File: config.mk
export PLATFORM = sky130hd
export DESIGN_NAME = lms_sample_feeder
export DESIGN_NICKNAME = d
export VERILOG_FILES = /design/src/rtl/lms_sample_feeder.sv
export SDC_FILE = /design/constraint.sdc
export NUM_CORES = 1
export LEC_CHECK = 0
export CORE_MARGIN = 5
export CORE_UTILIZATION = 40
export DETAILED_ROUTE_END_ITERATION = 8
export PLACE_DENSITY = 0.64
export REMOVE_ABC_BUFFERS = 1
export SLEW_MARGIN = 5
export SYNTH_ARGS = -nofsm -noshare
export SYNTH_HDL_FRONTEND = slang
export SYNTH_SLANG_ARGS = --single-unit
File: constraint.sdc
create_clock -name clk -period 10.8 [get_ports clk]
set_input_delay 2.16 -clock clk [delete_from_list [all_inputs] [get_ports clk]]
set_output_delay 2.16 -clock clk [all_outputs]
set_load 0.005 [all_outputs]
File: src/rtl/lms_sample_feeder.sv
// lms_sample_feeder
// Front end for the LMS adaptive FIR. Buffers the reference (x) and primary (d)
// ADC streams in two small FIFOs, pops them in pairs, delays the primary channel
// by a programmable number of pairs and requantizes both channels to the filter
// input widths.
//
// Ports
//   clk, reset        rising-edge clock, asynchronous active-low reset
//   enable            1 = run, 0 = flush everything and park in IDLE
//   dly_in            primary delay in samples, captured on IDLE->FILL
//   ref_valid/ready   reference sample handshake, ref_data signed INW bits
//   pri_valid/ready   primary sample handshake, pri_data signed INW bits
//   x_out, d_out      registered requantized pair for the filter
//   smp_strobe        1-cycle pulse when x_out/d_out carry a new pair
//   overflow          sticky desync-flush flag, cleared while enable=0
//   state_out         00 IDLE, 01 FILL, 10 RUN
//
// Build option: LMS_FEED_ROUND_EN selects round-half-up with saturation;
// without it the requantizer is a plain arithmetic-shift truncation.
//
// state | meaning
// IDLE  | disabled, FIFOs held empty, ready low
// FILL  | popping pairs silently until the delay line holds dly_q samples
// RUN   | every pair pop produces a strobe one cycle later

module lms_sample_feeder #(
  parameter int INW    = 16,
  parameter int XW     = 12,
  parameter int DW     = 14,
  parameter int DEPTH  = 8,
  parameter int MAXDLY = 15,
  localparam int DLW   = $clog2(MAXDLY + 1)
) (
  input  logic                  clk,
  input  logic                  reset,
  input  logic                  enable,
  input  logic [DLW-1:0]        dly_in,
  input  logic                  ref_valid,
  input  logic signed [INW-1:0] ref_data,
  output logic                  ref_ready,
  input  logic                  pri_valid,
  input  logic signed [INW-1:0] pri_data,
  output logic                  pri_ready,
  output logic signed [XW-1:0]  x_out,
  output logic signed [DW-1:0]  d_out,
  output logic                  smp_strobe,
  output logic                  overflow,
  output logic [1:0]            state_out
);

  localparam int AW = $clog2(DEPTH);

  typedef enum logic [1:0] {IDLE = 2'b00, FILL = 2'b01, RUN = 2'b10} state_t;

  state_t                state, state_nx;
  logic [AW:0]           ref_wp, ref_rp, pri_wp, pri_rp, ref_cnt, pri_cnt;
  logic [INW-1:0]        ref_mem [DEPTH];
  logic [INW-1:0]        pri_mem [DEPTH];
  logic signed [INW-1:0] dline [MAXDLY];
  logic [DLW-1:0]        dly_q, fill_cnt, dly_load;
  logic                  ref_full, ref_empty, pri_full, pri_empty;
  logic                  ref_wr, pri_wr, pop, pop_ok, desync;
  logic                  flush, load_cnt, set_ovf;
  logic signed [INW-1:0] ref_head, pri_head, pri_dly;

`ifdef LMS_FEED_ROUND_EN
  localparam logic signed [INW:0] XMAX = (INW+1)'(2**(XW-1) - 1);
  localparam logic signed [INW:0] XMIN = -XMAX - 1;
  localparam logic signed [INW:0] DMAX = (INW+1)'(2**(DW-1) - 1);
  localparam logic signed [INW:0] DMIN = -DMAX - 1;
`endif

  function automatic logic signed [XW-1:0] rq_x(input logic signed [INW-1:0] v);
`ifdef LMS_FEED_ROUND_EN
    logic signed [INW:0] s;
    s = $signed({v[INW-1], v}) + $signed((INW+1)'(1) << (INW-XW-1));
    s = s >>> (INW-XW);
    if (s > XMAX) return XMAX[XW-1:0];
    if (s < XMIN) return XMIN[XW-1:0];
    return s[XW-1:0];
`else
    return XW'(v >>> (INW-XW));
`endif
  endfunction

  function automatic logic signed [DW-1:0] rq_d(input logic signed [INW-1:0] v);
`ifdef LMS_FEED_ROUND_EN
    logic signed [INW:0] s;
    s = $signed({v[INW-1], v}) + $signed((INW+1)'(1) << (INW-DW-1));
    s = s >>> (INW-DW);
    if (s > DMAX) return DMAX[DW-1:0];
    if (s < DMIN) return DMIN[DW-1:0];
    return s[DW-1:0];
`else
    return DW'(v >>> (INW-DW));
`endif
  endfunction

  function automatic logic [DLW-1:0] clamp_dly(input logic [DLW-1:0] v);
    if (int'(v) > MAXDLY) return DLW'(MAXDLY);
    return v;
  endfunction

  assign ref_cnt   = ref_wp - ref_rp;
  assign pri_cnt   = pri_wp - pri_rp;
  assign ref_full  = (ref_cnt == (AW+1)'(DEPTH));
  assign pri_full  = (pri_cnt == (AW+1)'(DEPTH));
  assign ref_empty = (ref_cnt == '0);
  assign pri_empty = (pri_cnt == '0);

  // ready comes from registered occupancy only, so a pop never frees a slot
  // for a write in the same cycle.
  assign ref_ready = (state != IDLE) && !ref_full;
  assign pri_ready = (state != IDLE) && !pri_full;
  assign ref_wr    = ref_valid && ref_ready;
  assign pri_wr    = pri_valid && pri_ready;

  assign desync = (state != IDLE) &&
                  ((ref_full && pri_empty) || (pri_full && ref_empty));

  // FILL with nothing left to prime must not consume a pair.
  assign pop_ok = (state == RUN) || ((state == FILL) && (fill_cnt != '0));
  assign pop    = enable && pop_ok && !ref_empty && !pri_empty;

  assign ref_head = ref_mem[ref_rp[AW-1:0]];
  assign pri_head = pri_mem[pri_rp[AW-1:0]];
  assign pri_dly  = (dly_q == '0) ? pri_head : dline[dly_q - 1'b1];

  assign dly_load  = (state == IDLE) ? clamp_dly(dly_in) : dly_q;
  assign state_out = state;

  always_comb begin
    state_nx = state;
    flush    = 1'b0;
    load_cnt = 1'b0;
    set_ovf  = 1'b0;
    if (!enable) begin
      state_nx = IDLE;
      flush    = 1'b1;
    end else begin
      case (state)
        IDLE: begin
          state_nx = FILL;
          flush    = 1'b1;
          load_cnt = 1'b1;
        end
        FILL: begin
          if (desync) begin
            flush    = 1'b1;
            load_cnt = 1'b1;
            set_ovf  = 1'b1;
          end else if (fill_cnt == '0) begin
            state_nx = RUN;
          end else if (pop && (fill_cnt == DLW'(1))) begin
            state_nx = RUN;
          end
        end
        RUN: begin
          if (desync) begin
            state_nx = FILL;
            flush    = 1'b1;
            load_cnt = 1'b1;
            set_ovf  = 1'b1;
          end
        end
        default: state_nx = IDLE;
      endcase
    end
  end

  always_ff @(posedge clk) begin
    if (ref_wr) ref_mem[ref_wp[AW-1:0]] <= ref_data;
    if (pri_wr) pri_mem[pri_wp[AW-1:0]] <= pri_data;
  end

  always_ff @(posedge clk or negedge reset) begin
    if (!reset) begin
      state      <= IDLE;
      ref_wp     <= '0;
      ref_rp     <= '0;
      pri_wp     <= '0;
      pri_rp     <= '0;
      dly_q      <= '0;
      fill_cnt   <= '0;
      x_out      <= '0;
      d_out      <= '0;
      smp_strobe <= 1'b0;
      overflow   <= 1'b0;
      for (int i = 0; i < MAXDLY; i++) dline[i] <= '0;
    end else begin
      state      <= state_nx;
      smp_strobe <= 1'b0;

      if (!enable)      overflow <= 1'b0;
      else if (set_ovf) overflow <= 1'b1;

      if ((state == IDLE) && enable) dly_q <= dly_load;

      if (load_cnt)                    fill_cnt <= dly_load;
      else if (pop && (state == FILL)) fill_cnt <= fill_cnt - 1'b1;

      if (flush) begin
        ref_wp <= '0;
        ref_rp <= '0;
        pri_wp <= '0;
        pri_rp <= '0;
        for (int i = 0; i < MAXDLY; i++) dline[i] <= '0;
      end else begin
        if (ref_wr) ref_wp <= ref_wp + 1'b1;
        if (pri_wr) pri_wp <= pri_wp + 1'b1;
        if (pop) begin
          ref_rp   <= ref_rp + 1'b1;
          pri_rp   <= pri_rp + 1'b1;
          dline[0] <= pri_head;
          for (int i = 1; i < MAXDLY; i++) dline[i] <= dline[i-1];
          if (state == RUN) begin
            smp_strobe <= 1'b1;
            x_out      <= rq_x(ref_head);
            d_out      <= rq_d(pri_dly);
          end
        end
      end
    end
  end

endmodule

Word-level counts from Yosys, hierarchy flattened --
Memory sizes are Yosys's and may differ from the RTL's. A register that Yosys moved wholly into a read port is not among the register bits. Cells that the tools add are included. W data, S select, Z words.
Operators by class: add/sub/neg operators 8, magnitude comparators 1, equal/unequal tests 9, muxes and demuxes 38, bitwise logic cells 2, reductions and logical operators 35
Operator list (count):
- $mux W240 | 2
- $bmux W16 S4 | 1
- $mux W16 | 3
- $mux W4 | 11
- $add A4 B1 Y4 const B | 4
- $logic_not A4 Y1 | 4
- $logic_and A1 B1 Y1 | 14
- $mux W1 | 14
- $mux W2 | 5
- $reduce_bool A2 Y1 | 5
- $eq A4 B4 Y1 const B | 2
- $sub A4 B1 Y4 const B | 2
- $sub A4 B4 Y4 | 2
- $ne A3 B3 Y1 const B | 2
- $pmux W2 S3 | 1
- $reduce_and A3 Y1 | 2
- $ge A5 B5 Y1 const B | 1
- $logic_not A1 Y1 | 5
- $not A4 Y5 | 1
- $eq A4 B1 Y1 const B | 1
- $ne A4 B2 Y1 const B | 1
- $reduce_bool A4 Y1 | 1
- $eq A2 B1 Y1 const B | 1
- $eq A2 B2 Y1 const B | 1
- 6 further kinds | 7
Storage, ports and cells: register bits after elaboration 282, memory bits (writable) 256, input port bits 41, output and inout bits 32, logic and storage cells 120, memories 2
Memory list:
- pri_mem | words 8, bits a word 16, read ports 1, clocked after memory_dff 0, write ports 1, line 58 | logic [INW-1:0] pri_mem [DEPTH];
- ref_mem | words 8, bits a word 16, read ports 1, clocked after memory_dff 1, write ports 1, line 57 | logic [INW-1:0] ref_mem [DEPTH];

Longest topological paths before layout --
depth in word-level cells 12, mapped depth 13, gate-level depth less buffers 8

Worst setup path after synthesis --
OpenSTA, ideal clock, no wires.
path kind register to output, from reg pri_rp[2], to out pri_ready, data arrival time 2.106 ns, slack 6.534 ns, stages on the path, launching flop included 7, path through dfrtp_1 -> inv_2 -> buf_1 -> ha_1 -> a21oi_1 -> a21oi_1 -> o41a_1
Between the ends: longest elaborated chain between the ends 4
RTL lines:
- start, declared | line 56 | logic [AW:0] ref_wp, ref_rp, pri_wp, pri_rp, ref_cnt, pri_cnt;
- start signal, assigned | line 213 | pri_rp <= pri_rp + 1'b1;
- $sub A4 B4 Y4 | line 105 | assign pri_cnt = pri_wp - pri_rp;
- $eq A4 B4 Y1 | line 107 | assign pri_full = (pri_cnt == (AW+1)'(DEPTH));
- $logic_not A1 Y1 | line 114 | assign pri_ready = (state != IDLE) && !pri_full;
- $logic_and A1 B1 Y1 | line 114
- end, declared | line 43 | output logic pri_ready,
No other way between the ends.

Worst setup path after layout --
from reg ref_rp[2], to out ref_ready
Between the ends: longest elaborated chain between the ends 4
RTL lines:
- start, declared | line 56
- start signal, assigned | line 212 | ref_rp <= ref_rp + 1'b1;
- $sub A4 B4 Y4 | line 104 | assign ref_cnt = ref_wp - ref_rp;
- $eq A4 B4 Y1 | line 106 | assign ref_full = (ref_cnt == (AW+1)'(DEPTH));
- $logic_not A1 Y1 | line 113 | assign ref_ready = (state != IDLE) && !ref_full;
- $logic_and A1 B1 Y1 | line 113
- end, declared | line 40 | output logic ref_ready,
No other way between the ends.

==> impl_metrics.ini <==
[status]
status = complete, no violations

[yosys]
synth.area.mux_share = 0.152
syn_area_sq_mm = 0.0214
synth-simple-area-share = 0.117
netlist.area_leader.share = 0.309
yosys_warnings = 0
synth_xor_area_frac = 0.00726
synth-seq-cells = 472
synthAdderAreaFrac = 0.0111
yosys.area.top_type = dfrtp_1
synth_edf_count = 208
synth_compound_area_frac = 0.0755
avgSynthCellArea_sq_um = 12.8
yosysMostFrequentCell = dfrtp_1
synthCells = 1665
synth_flop_cell = dfrtp_1
async_flop_share = 0.559
synth_cell_types = 59
synth_common_cells = dfrtp_1, nand2_1, a21oi_1
yosysSeqAreaShare = 0.601
synth_top_family_by_area = multiplexers
synth_area_leaders = dfrtp_1, edfxtp_1, mux4_2

[clock_tree]
cts_made_buffers = 51
post_cts_buffers = 0
cts.sinks = 472
cts-resized-gates = 0
h-tree-depth = 2
clock-root-buffer = clkbuf_16
hold_buffers = 0
clockBufferDepth = 3
clock_latency_ps = 600
cts_tree = done
clk_pin_slew_ps = 60

[run]
maxCapViolations = 0

[pwr]
switching_share = 0.304
power.density_mw_per_mm2 = 193
p_comb_frac = 0.214
power.total_mw = 4.67
power.internal_mw = 3.25
seqPwrFrac = 0.419
p_sw_mw = 1.42
pwr-share-clk = 0.367
p_leak_nw = 9.00
vdd_drop_max_uv = 259

[floorplan]
coreArea_sq_mm = 0.0528
dieArea_sq_mm = 0.0581
die_y_microns = 241
start_util = 0.405
die_x_microns = 241
rows = 84
io_pins = 73

[hold_path]
min_path_type = flop to flop

[global_route]
grt_pass1_wl_microns = 74500
grt_max_degree = 211
grt_pass1_vias = 13200
grt_overflow = 0
antenna_found_initial = 2
grt_usage = 0.160

[detailed_routing]
final_antenna_net_count = 0
dr_total_vias = 13400
drt-pass1-iter-count = 5
avgViaCountPerCell = 5.57
wirelength_microns = 46400
dr.first_iter.drc_count = 1227
drcViolationCount = 0
wl_per_cell_microns = 19.3

[placement]
dp_hpwl_microns = 25900
dp_cells = 2312
placed_area_sq_mm = 0.0225
gp_congestion = 0.730
io_buffers = 66

[sta]
fin_tns_setup_ps = 0
fmax_mhz = 167
period_minus_slack_ps = 5980
setup_viol = 0
timing.final.crit_share = 0.554
worst_slew_pin_slew_ps = 1150
finalHoldViolations = 0
finClkSkew_ps = 31.1
slew_viol_final = 0
rsz0062_at_grt = no
relSlewSlack = 0.224

[cells_and_area]
diodes = 0
fin_cells = 2402
areaGrowthSynthToFinish_pct = 13.1
design_area_sq_mm = 0.0242
layout.nets = 1737
final_layout_size_suffix_gt1_frac = 0.159
postLayoutCoreUtil = 0.458
regArea_sq_mm = 0.0129
multi_input_area_sq_mm = 0.00785
fillers = 4715

[setup_path]
arrival_ps = 3820
cp_max_fo = 15
critPathLaunchType = flop
worstPathRequired_ps = 8640
end_kind = output pin
critPathKind = flop to output pin
==> cell type report <==
cell class	instances	share of cell area
clock buffers	71	0.0598
clock inverters	19	0.00808
flip-flops and latches	472	0.532
repair buffers	92	0.0367
multi-input cells	1042	0.325
inverters	18	0.00280
well taps	688	0.0356
==> critical path, stage by stage (launching register included) <==
cell and delay, ps:
dfrtp_1 770, inv_1 510, ha_1 500, and3b_1 240, nor3_1 310, o41a_1 330, clkdlybuf4s50_1 570
==> per-layer routing <==
layer / part of all wire / up-vias / global-route usage
met3: 0.057 / 73 / 0.0362
met1: 0.43 / 6825 / 0.221
met2: 0.49 / 314 / 0.258
li1: - / 6165 / -
met5: 0.00054 / - / 0
met4: 0.023 / 4 / 0.0415
==> path summary, 6_finish.rpt <==
kind,startpoint,to,slack (ps),cells past startpoint
worst max-delay path,ref_rp[2],ref_ready,4820,6
worst min-delay path,overflow,overflow,490,1
worst max register to register,ref_rp[2],dline[47],5340,10
worst min register to register,overflow,overflow,490,1
max in group asynchronous,reset,pri_rp[0],7530,2
min in group asynchronous,reset,dline[220],1710,1
==> sequential cells by signal, indices dropped and copies added, names as in the netlist, 12 cells and up <==
| signal | cells |
|---|---|
| dline | 210 |
| d_out | 14 |
| ref_mem | 96 |
| x_out | 12 |
| pri_mem | 112 |
==> power by group through the flow <==
stage	Combinational, mW	Sequential, mW	Clock, mW
6_report	1.00	1.96	1.71
5_1_grt	1.08	1.96	1.84
4_1_cts	1.01	1.96	1.76
3_5_place_dp	1.01	1.99	0
3_3_place_gp	1.01	1.99	0
2_1_floorplan	0.597	2.02	0
==> cells by family (layout without fill, tap and decap cells) <==
group,Yosys count,after routing
simple gates,554,554
flops,472,472
compound gates,274,274
mux,179,179
buf+inv,151,200
fa+ha+maj,19,19
xor+xnor,16,16
==> layout by cell type, fill, tap and decap left out, types with 15 or more instances in the layout <==
cell | synthesis | final
a21oi_1 | 217 | 216
and3_1 | 17 | 17
buf_4 | 27 | 24
clkbuf_16 | 0 | 53
clkdlybuf4s50_1 | 0 | 64
dfrtp_1 | 264 | 262
edfxtp_1 | 208 | 208
ha_1 | 19 | 18
inv_1 | 16 | 16
mux2_2 | 16 | 16
mux2_4 | 19 | 19
mux2i_1 | 36 | 36
mux4_2 | 108 | 108
nand2_1 | 248 | 248
nand3_1 | 207 | 207
nor2_1 | 40 | 34
o21a_1 | 15 | 15
==> metrics by stage <==
step	hold WS [ps]	setup WS (ps)
after global routing	507	4590
after global placement	480	5180
final	494	4820
after floorplan	487	416
after CTS	497	4750
after detailed placement	483	5150
(Power assumes the default switching activity.)
